==> src/rtl/stall_ctrl_pkg.sv <==
// stall_ctrl_pkg: shared definitions for the pipeline stall/flush sequencer.
//   md_state_e      - sequencer FSM state encoding (RUN / MD_WAIT / MD_DONE)
//   MUL_CYCLES_DEF  - default EX-stall length of a multiply
//   DIV_CYCLES_DEF  - default EX-stall length of a divide
//   REG_ZERO        - architectural zero register, used as the "no destination" tag
package stall_ctrl_pkg;

  typedef enum logic [1:0] {
    RUN     = 2'd0,
    MD_WAIT = 2'd1,
    MD_DONE = 2'd2
  } md_state_e;

  localparam int MUL_CYCLES_DEF = 4;
  localparam int DIV_CYCLES_DEF = 32;

  localparam logic [4:0] REG_ZERO = 5'd0;

endpackage

==> src/rtl/stall_ctrl_if.sv <==
// stall_ctrl_if: hazard-request / pipeline-control bundle of the stall sequencer.
//   i_*  hazard requests and ID-stage instruction info (driven by the hazard side)
//   o_*  PC / IF-ID / ID-EX controls, mult/div status, EX destination, perf counters
// Modports:
//   master - hazard/pipeline side: drives i_*, observes o_*
//   slave  - stall_ctrl: consumes i_*, drives o_*
interface stall_ctrl_if;

  logic [4:0]  i_wra;
  logic        i_wen;
  logic        i_pause;
  logic        i_loadUse;
  logic        i_branchTaken;
  logic        i_mdStart;
  logic        i_mdIsDiv;

  logic        o_pcEn;
  logic        o_ifidEn;
  logic        o_ifidFlush;
  logic        o_idexFlush;
  logic        o_mdBusy;
  logic        o_mdDone;
  logic [4:0]  o_wra;
  logic [31:0] o_perfStall;
  logic [31:0] o_perfFlush;

  modport master (
    output i_wra, i_wen, i_pause, i_loadUse, i_branchTaken, i_mdStart, i_mdIsDiv,
    input  o_pcEn, o_ifidEn, o_ifidFlush, o_idexFlush, o_mdBusy, o_mdDone,
           o_wra, o_perfStall, o_perfFlush
  );

  modport slave (
    input  i_wra, i_wen, i_pause, i_loadUse, i_branchTaken, i_mdStart, i_mdIsDiv,
    output o_pcEn, o_ifidEn, o_ifidFlush, o_idexFlush, o_mdBusy, o_mdDone,
           o_wra, o_perfStall, o_perfFlush
  );

endinterface

==> src/rtl/stall_perf_cnt.sv <==
// stall_perf_cnt: 32-bit saturating event counter.
// Ports:
//   clk    core clock, rising edge
//   rstn   asynchronous active-low reset, loads INIT_VAL
//   i_inc  count one event this cycle
//   o_cnt  current count; sticks at 32'hFFFFFFFF once reached
// Parameter INIT_VAL is the value loaded by reset (0 in the core).
module stall_perf_cnt #(
  parameter logic [31:0] INIT_VAL = 32'd0
) (
  input  logic        clk,
  input  logic        rstn,
  input  logic        i_inc,
  output logic [31:0] o_cnt
);

  logic [31:0] cnt_q;

  // NOTE: sequential state is written with non-blocking (<=) so every flop
  // samples values from before the edge, independent of block ordering.
  always_ff @(posedge clk or negedge rstn) begin
    if (!rstn) begin
      cnt_q <= INIT_VAL;
    end else if (i_inc && (cnt_q != 32'hFFFF_FFFF)) begin
      cnt_q <= cnt_q + 32'd1;
    end
  end

  assign o_cnt = cnt_q;

endmodule

==> src/rtl/stall_ctrl.sv <==
// stall_ctrl: pipeline stall/flush sequencer for the five-stage core.
// Turns hazard requests (pause, load-use, taken branch, mult/div start) into
// PC / IF-ID / ID-EX enables and flushes, sequences multi-cycle mult/div EX
// stalls, and emits the bubble-aware EX destination register for forwarding.
// Ports:
//   clk   core clock, rising edge
//   rstn  asynchronous active-low reset
//   bus   stall_ctrl_if.slave (hazard inputs i_*, pipeline controls o_*)
// Parameters: MUL_CYCLES (>=1), DIV_CYCLES (>=MUL_CYCLES) EX-stall lengths.
// Build option: define STALL_CTRL_PERF_EN to build the saturating stall/flush
// cycle counters; otherwise o_perfStall/o_perfFlush are constant 0.
module stall_ctrl
  import stall_ctrl_pkg::*;
#(
  parameter int MUL_CYCLES = MUL_CYCLES_DEF,
  parameter int DIV_CYCLES = DIV_CYCLES_DEF
) (
  input  logic         clk,
  input  logic         rstn,
  stall_ctrl_if.slave  bus
);

  localparam int CNT_W = $clog2(DIV_CYCLES + 1);
  localparam logic [CNT_W-1:0] MUL_LOAD = CNT_W'(MUL_CYCLES - 1);
  localparam logic [CNT_W-1:0] DIV_LOAD = CNT_W'(DIV_CYCLES - 1);

  md_state_e        state_q;
  logic [CNT_W-1:0] cnt_q;

  logic stall_req;
  logic in_wait;
  logic issue;
  logic md_issue;
  logic pc_en;
  logic ifid_flush;

  assign stall_req = bus.i_pause | bus.i_loadUse;
  assign in_wait   = (state_q == MD_WAIT);
  // An ID instruction advances into EX only when neither a mult/div is
  // occupying EX nor a hazard holds it in ID.
  assign issue     = ~in_wait & ~stall_req;
  assign md_issue  = issue & bus.i_mdStart;

  // NOTE: combinational outputs are continuous assigns of full expressions,
  // so every output has a value on every path and no latch can be inferred.
  assign pc_en           = issue;
  assign ifid_flush      = issue & bus.i_branchTaken;
  assign bus.o_pcEn      = pc_en;
  assign bus.o_ifidEn    = issue;
  assign bus.o_idexFlush = ~issue;
  assign bus.o_ifidFlush = ifid_flush;
  assign bus.o_mdBusy    = in_wait;
  assign bus.o_mdDone    = (state_q == MD_DONE);

  // NOTE: only the control state is reset; an async reset mid-MD_WAIT drops
  // straight back to RUN, so no o_mdDone is ever produced for that op.
  always_ff @(posedge clk or negedge rstn) begin
    if (!rstn) begin
      state_q <= RUN;
      cnt_q   <= '0;
    end else begin
      case (state_q)
        RUN, MD_DONE: begin
          // MD_DONE behaves like RUN, so a back-to-back mult/div re-enters
          // MD_WAIT without an intervening RUN cycle.
          if (md_issue) begin
            state_q <= MD_WAIT;
            cnt_q   <= bus.i_mdIsDiv ? DIV_LOAD : MUL_LOAD;
          end else begin
            state_q <= RUN;
          end
        end
        MD_WAIT: begin
          if (cnt_q == '0) begin
            state_q <= MD_DONE;
          end else begin
            cnt_q <= cnt_q - 1'b1;
          end
        end
        default: state_q <= RUN;
      endcase
    end
  end

  // EX destination as seen by forwarding: bubbles carry the zero register.
  always_ff @(posedge clk or negedge rstn) begin
    if (!rstn) begin
      bus.o_wra <= REG_ZERO;
    end else begin
      bus.o_wra <= (issue && bus.i_wen) ? bus.i_wra : REG_ZERO;
    end
  end

`ifdef STALL_CTRL_PERF_EN
  stall_perf_cnt #(.INIT_VAL(32'd0)) u_perf_stall (
    .clk   (clk),
    .rstn  (rstn),
    .i_inc (~pc_en),
    .o_cnt (bus.o_perfStall)
  );

  stall_perf_cnt #(.INIT_VAL(32'd0)) u_perf_flush (
    .clk   (clk),
    .rstn  (rstn),
    .i_inc (ifid_flush),
    .o_cnt (bus.o_perfFlush)
  );
`else
  assign bus.o_perfStall = 32'd0;
  assign bus.o_perfFlush = 32'd0;
`endif

endmodule

==> src/flat_wrapper.sv <==
// flat-port wrapper written by rule: the top's interface ports become plain ports
module stall_ctrl_flat import stall_ctrl_pkg::*;
#(
  parameter int MUL_CYCLES = MUL_CYCLES_DEF,
  parameter int DIV_CYCLES = DIV_CYCLES_DEF
)
  (clk, rstn, bus_i_wra, bus_i_wen, bus_i_pause, bus_i_loadUse, bus_i_branchTaken, bus_i_mdStart, bus_i_mdIsDiv, bus_o_pcEn, bus_o_ifidEn, bus_o_ifidFlush, bus_o_idexFlush, bus_o_mdBusy, bus_o_mdDone, bus_o_wra, bus_o_perfStall, bus_o_perfFlush);
  stall_ctrl_if bus_i ();
  input  logic clk;
  input  logic rstn;
  input wire logic [$bits(bus_i.i_wra)-1:0] bus_i_wra;
  input wire logic [$bits(bus_i.i_wen)-1:0] bus_i_wen;
  input wire logic [$bits(bus_i.i_pause)-1:0] bus_i_pause;
  input wire logic [$bits(bus_i.i_loadUse)-1:0] bus_i_loadUse;
  input wire logic [$bits(bus_i.i_branchTaken)-1:0] bus_i_branchTaken;
  input wire logic [$bits(bus_i.i_mdStart)-1:0] bus_i_mdStart;
  input wire logic [$bits(bus_i.i_mdIsDiv)-1:0] bus_i_mdIsDiv;
  output wire logic [$bits(bus_i.o_pcEn)-1:0] bus_o_pcEn;
  output wire logic [$bits(bus_i.o_ifidEn)-1:0] bus_o_ifidEn;
  output wire logic [$bits(bus_i.o_ifidFlush)-1:0] bus_o_ifidFlush;
  output wire logic [$bits(bus_i.o_idexFlush)-1:0] bus_o_idexFlush;
  output wire logic [$bits(bus_i.o_mdBusy)-1:0] bus_o_mdBusy;
  output wire logic [$bits(bus_i.o_mdDone)-1:0] bus_o_mdDone;
  output wire logic [$bits(bus_i.o_wra)-1:0] bus_o_wra;
  output wire logic [$bits(bus_i.o_perfStall)-1:0] bus_o_perfStall;
  output wire logic [$bits(bus_i.o_perfFlush)-1:0] bus_o_perfFlush;
  assign bus_i.i_wra = bus_i_wra;
  assign bus_i.i_wen = bus_i_wen;
  assign bus_i.i_pause = bus_i_pause;
  assign bus_i.i_loadUse = bus_i_loadUse;
  assign bus_i.i_branchTaken = bus_i_branchTaken;
  assign bus_i.i_mdStart = bus_i_mdStart;
  assign bus_i.i_mdIsDiv = bus_i_mdIsDiv;
  assign bus_o_pcEn = bus_i.o_pcEn;
  assign bus_o_ifidEn = bus_i.o_ifidEn;
  assign bus_o_ifidFlush = bus_i.o_ifidFlush;
  assign bus_o_idexFlush = bus_i.o_idexFlush;
  assign bus_o_mdBusy = bus_i.o_mdBusy;
  assign bus_o_mdDone = bus_i.o_mdDone;
  assign bus_o_wra = bus_i.o_wra;
  assign bus_o_perfStall = bus_i.o_perfStall;
  assign bus_o_perfFlush = bus_i.o_perfFlush;
  stall_ctrl #(.MUL_CYCLES(MUL_CYCLES), .DIV_CYCLES(DIV_CYCLES)) u_core (.clk(clk), .rstn(rstn), .bus(bus_i));
endmodule
==> config.mk <==
export PLATFORM = sky130hd
export DESIGN_NAME = stall_ctrl_flat
export DESIGN_NICKNAME = d
export VERILOG_FILES = /design/src/rtl/stall_ctrl_pkg.sv /design/src/rtl/stall_ctrl_if.sv /design/src/rtl/stall_perf_cnt.sv /design/src/rtl/stall_ctrl.sv /design/src/flat_wrapper.sv
export SDC_FILE = /design/constraint.sdc
export NUM_CORES = 1
export LEC_CHECK = 0
export ABC_AREA = 0
export BUFFER_PORTS_ARGS = -buffer_cell sky130_fd_sc_hd__buf_2
export CORE_UTILIZATION = 44
export CTS_BUF_LIST = sky130_fd_sc_hd__clkbuf_4 sky130_fd_sc_hd__clkbuf_8
export CTS_CLUSTER_DIAMETER = 120
export DETAILED_ROUTE_END_ITERATION = 10
export HOLD_SLACK_MARGIN = 0.1
export MAX_ROUTING_LAYER = met4
export PLACE_DENSITY = 0.93
export SLEW_MARGIN = 20
export SYNTH_ARGS = -nofsm -noshare
export SYNTH_HDL_FRONTEND = slang
export SYNTH_SLANG_ARGS = --single-unit
==> constraint.sdc <==
create_clock -name clk -period 5 [get_ports clk]
set_clock_uncertainty 0.2 [all_clocks]
set_input_delay 0.75 -clock clk [delete_from_list [all_inputs] [get_ports clk]]
set_output_delay 0.75 -clock clk [all_outputs]
set_load 0.05 [all_outputs]
==> impl_metrics.tcl <==
set metrics [dict create \
    status "completed" \
    grt_max_degree 14 \
    peakVddDrop_mv 0.217 \
    drv_slew 0 \
    die_area_um2 2750 \
    final_cell_area_um2 1060 \
    r2r_cells 3 \
    clock_latency_ns 0.28 \
    gp_congestion 0.809 \
    drc 0 \
    synth-adder-area-share_pct 2.23 \
    min_period_ns 2.99 \
    final_cells 178 \
    synth_compound_area_share_pct 4.35 \
    max-cap-violations 0 \
    vias 695 \
    viasPerCell 3.90 \
    grt_pass1_vias 540 \
    wl_per_cell_um 8.89 \
    cp.arrival_ns 2.04 \
    finalSetupViolCount 0 \
    startpoint_type "flip-flop" \
    ys_seq_area_share_pct 29.0 \
    synth_seq_cells 13 \
    first_iter_violations 9 \
    grt.total_usage_pct 12.0 \
    drive_gt1_share_pct 21.3 \
    slowest_stage "nor3_1" \
    crit_type "reg -> out" \
    post-cts-setup-buffers 0 \
    clkSlewWorstSetupHoldPaths_ns 0.08 \
    reg2reg_to "u_core.cnt_q[0]$_DFFE_PN0P_" \
    syn_area_um2 1120 \
    p_leak_nw 0.630 \
    rsz0062_at_grt "false" \
    hpwl_um 1340 \
    rows 17 \
    synth.area.top_cells "buf_4, dfrtp_1, and3_1" \
    core_region_area_um2 2300 \
    htreeDepth 1 \
    slew-limit-headroom_pct 54.6 \
    grt_overflow 0 \
    cts-root-buf "clkbuf_4" \
    r2r_slack_ns 3.17 \
    crit_fanout 9 \
    cellPowerDensity_nw_per_um2 498 \
    first_pass_iters 4 \
    worstSetupEndpoint "bus_o_ifidFlush" \
    ctsResizeCount 0 \
    slowest_delay_ns 0.53 \
    hold_violations 0 \
    synthArstFlopShare_pct 100 \
    numCtsBuffers 3 \
    insertedDiodeCount 0 \
    cts_tree "done" \
    dpl.cell_count 174 \
    routed_wl_um 1580 \
    start_util_pct 48.8 \
    r2r-start "u_core.cnt_q[2]$_DFFE_PN0P_" \
    max_freq_mhz 334 \
    die_w_um 52.5 \
    cts_hold_buf 0 \
    crit_required_ns 4.05 \
    tightest_slew_ns 0.676 \
    yosysTopAreaCellShare_pct 43.5 \
    syn_inst 125 \
    grt_pass1_wl_um 2240 \
    drtAntennaViolNets 0 \
    postSynthAreaPerCell_um2 8.97 \
    synth_top_family_by_area "buffers and inverters" \
    grt_antenna_before_repair 0 \
    final_util_pct 46.0 \
    synthSimpleGateAreaFrac_pct 15.7 \
    pin_count 88 \
    synth_xor_area_share_pct 0.781 \
    critPathLaunch "u_core.state_q[0]$_DFFE_PN0P_" \
    dpl_cell_area_um2 1020 \
    io_buffers 23 \
    ys.flop_type "dfrtp_1" \
    regArea_um2 325 \
    period_share_pct 59.8 \
    cts.path.max_buffers 2 \
    tns_ns 0 \
    clock-sinks 13 \
    synth.distinct_cells 29 \
    ys_warn_count 0 \
    synth_edf_count 0 \
    synth_mux_area_share_pct 2.68 \
    nets 166 \
    hold_path_class "in -> async" \
    crit_chain "or2b_1 -> inv_1 -> nor3_1 -> and2_1 -> buf_2" \
    setup.worst_path.end_class "output pin" \
    yosys.area.top_type "buf_4" \
    syn2layout_area_growth_pct -5.80 \
    multi_input_area_um2 536 \
    n_fill_cell 229 \
    fp.dieH_um 52.5 \
]
power by group:
group          internal (W)   total, W  switching (W)
Sequential         0.000136   0.000166      0.0000298
Combinational     0.0000755   0.000289       0.000214
Clock             0.0000364  0.0000711      0.0000346
worst max-delay path: cells and delay by family (launching register included):
family | cells | cell delay [ns]
simple gates | 3 | 0.98
buf+inv | 2 | 0.34
flops | 1 | 0.44
flip-flops by register name (all words and copies together) (netlist names):
signal            cells
u_core.cnt_q          6
u_core.bus.o_wra      5
u_core.state_q        2
stage by stage:
step / hold slack [ns] / setup WS (ns) / total power (W)
6_report: 0.135 / 2.01 / 0.000526
4_1_cts: 0.139 / 2.01 / 0.000529
5_1_grt: 0.153 / 1.88 / 0.000565
2_1_floorplan: 0.254 / 1.19 / 0.000450
3_3_place_gp: 0.299 / 2.19 / 0.000447
3_5_place_dp: 0.315 / 2.12 / 0.000456
final cells by class:
cell class,instances,share of cell area [%]
Inverter,4,1.42
Sequential cell,13,30.8
Clock buffer,4,2.84
Tap cell,28,3.32
Timing Repair Buffer,23,10.9
Multi-Input combinational cell,106,50.7
Yosys cell counts, types with 2 or more instances:
cell type and number:
nor2_1 6, mux2i_1 3, inv_1 4, buf_4 65, or3_1 2, and3_1 5, nand2_1 2, ha_1 2
nor3_1 2, dfrtp_1 13, o211ai_1 2, a21oi_1 2
layout by cell type, fill, tap and decap left out:
cell type / count
ha_1: 2
o21ai_0: 1
or4b_4: 1
nor3_1: 2
and3_1: 5
or4b_2: 1
o22ai_1: 1
and2b_2: 1
xor2_1: 1
dfrtp_1: 13
inv_1: 4
o21ai_1: 1
nor3b_1: 1
nand3b_1: 1
a21oi_1: 2
nand2_1: 2
and2_1: 1
or4_1: 1
conb_1: 64
or3b_2: 1
buf_2: 23
clkbuf_4: 4
nor2_1: 6
or3_1: 2
nand2b_1: 1
nor4b_2: 1
a211oi_1: 1
or2b_1: 1
o211ai_1: 2
mux2i_1: 3
logic make-up (layout without fill, tap and decap cells):
group / Yosys count / after routing
buffers and inverters: 69 / 31
and+or+nand+nor: 28 / 28
DFF: 13 / 13
AOI/OAI and AO/OA: 8 / 8
muxes: 3 / 3
adders and majority gates: 2 / 2
other: 1 / 64
xor gates and xnor gates: 1 / 1
worst min-delay path by stage:
stage,slack (ns),cells past startpoint,end,from
floorplan,0.25,0,u_core.bus.o_wra[0]$_DFF_PN0_,rstn
global route,0.15,1,u_core.cnt_q[3]$_DFFE_PN0P_,rstn
detailed placement,0.31,1,u_core.cnt_q[0]$_DFFE_PN0P_,u_core.cnt_q[0]$_DFFE_PN0P_
CTS,0.14,1,u_core.bus.o_wra[2]$_DFF_PN0_,rstn
finish,0.13,1,u_core.cnt_q[3]$_DFFE_PN0P_,rstn
global placement,0.30,1,u_core.cnt_q[0]$_DFFE_PN0P_,u_core.cnt_q[0]$_DFFE_PN0P_
routing by layer:
metal | routed length [µm] | track usage [%] | up-vias | part of all wire [%]
met1 | 562 | 12.1 | 319 | 36
met2 | 863 | 21.3 | 43 | 55
li1 | - | - | 330 | -
met3 | 139 | 4.35 | 3 | 8.8
met4 | 17 | 3.95 | 0 | 1.1
met5 | 0 | - | - | 0
Note: power is estimated with default switching activity, not from simulation.
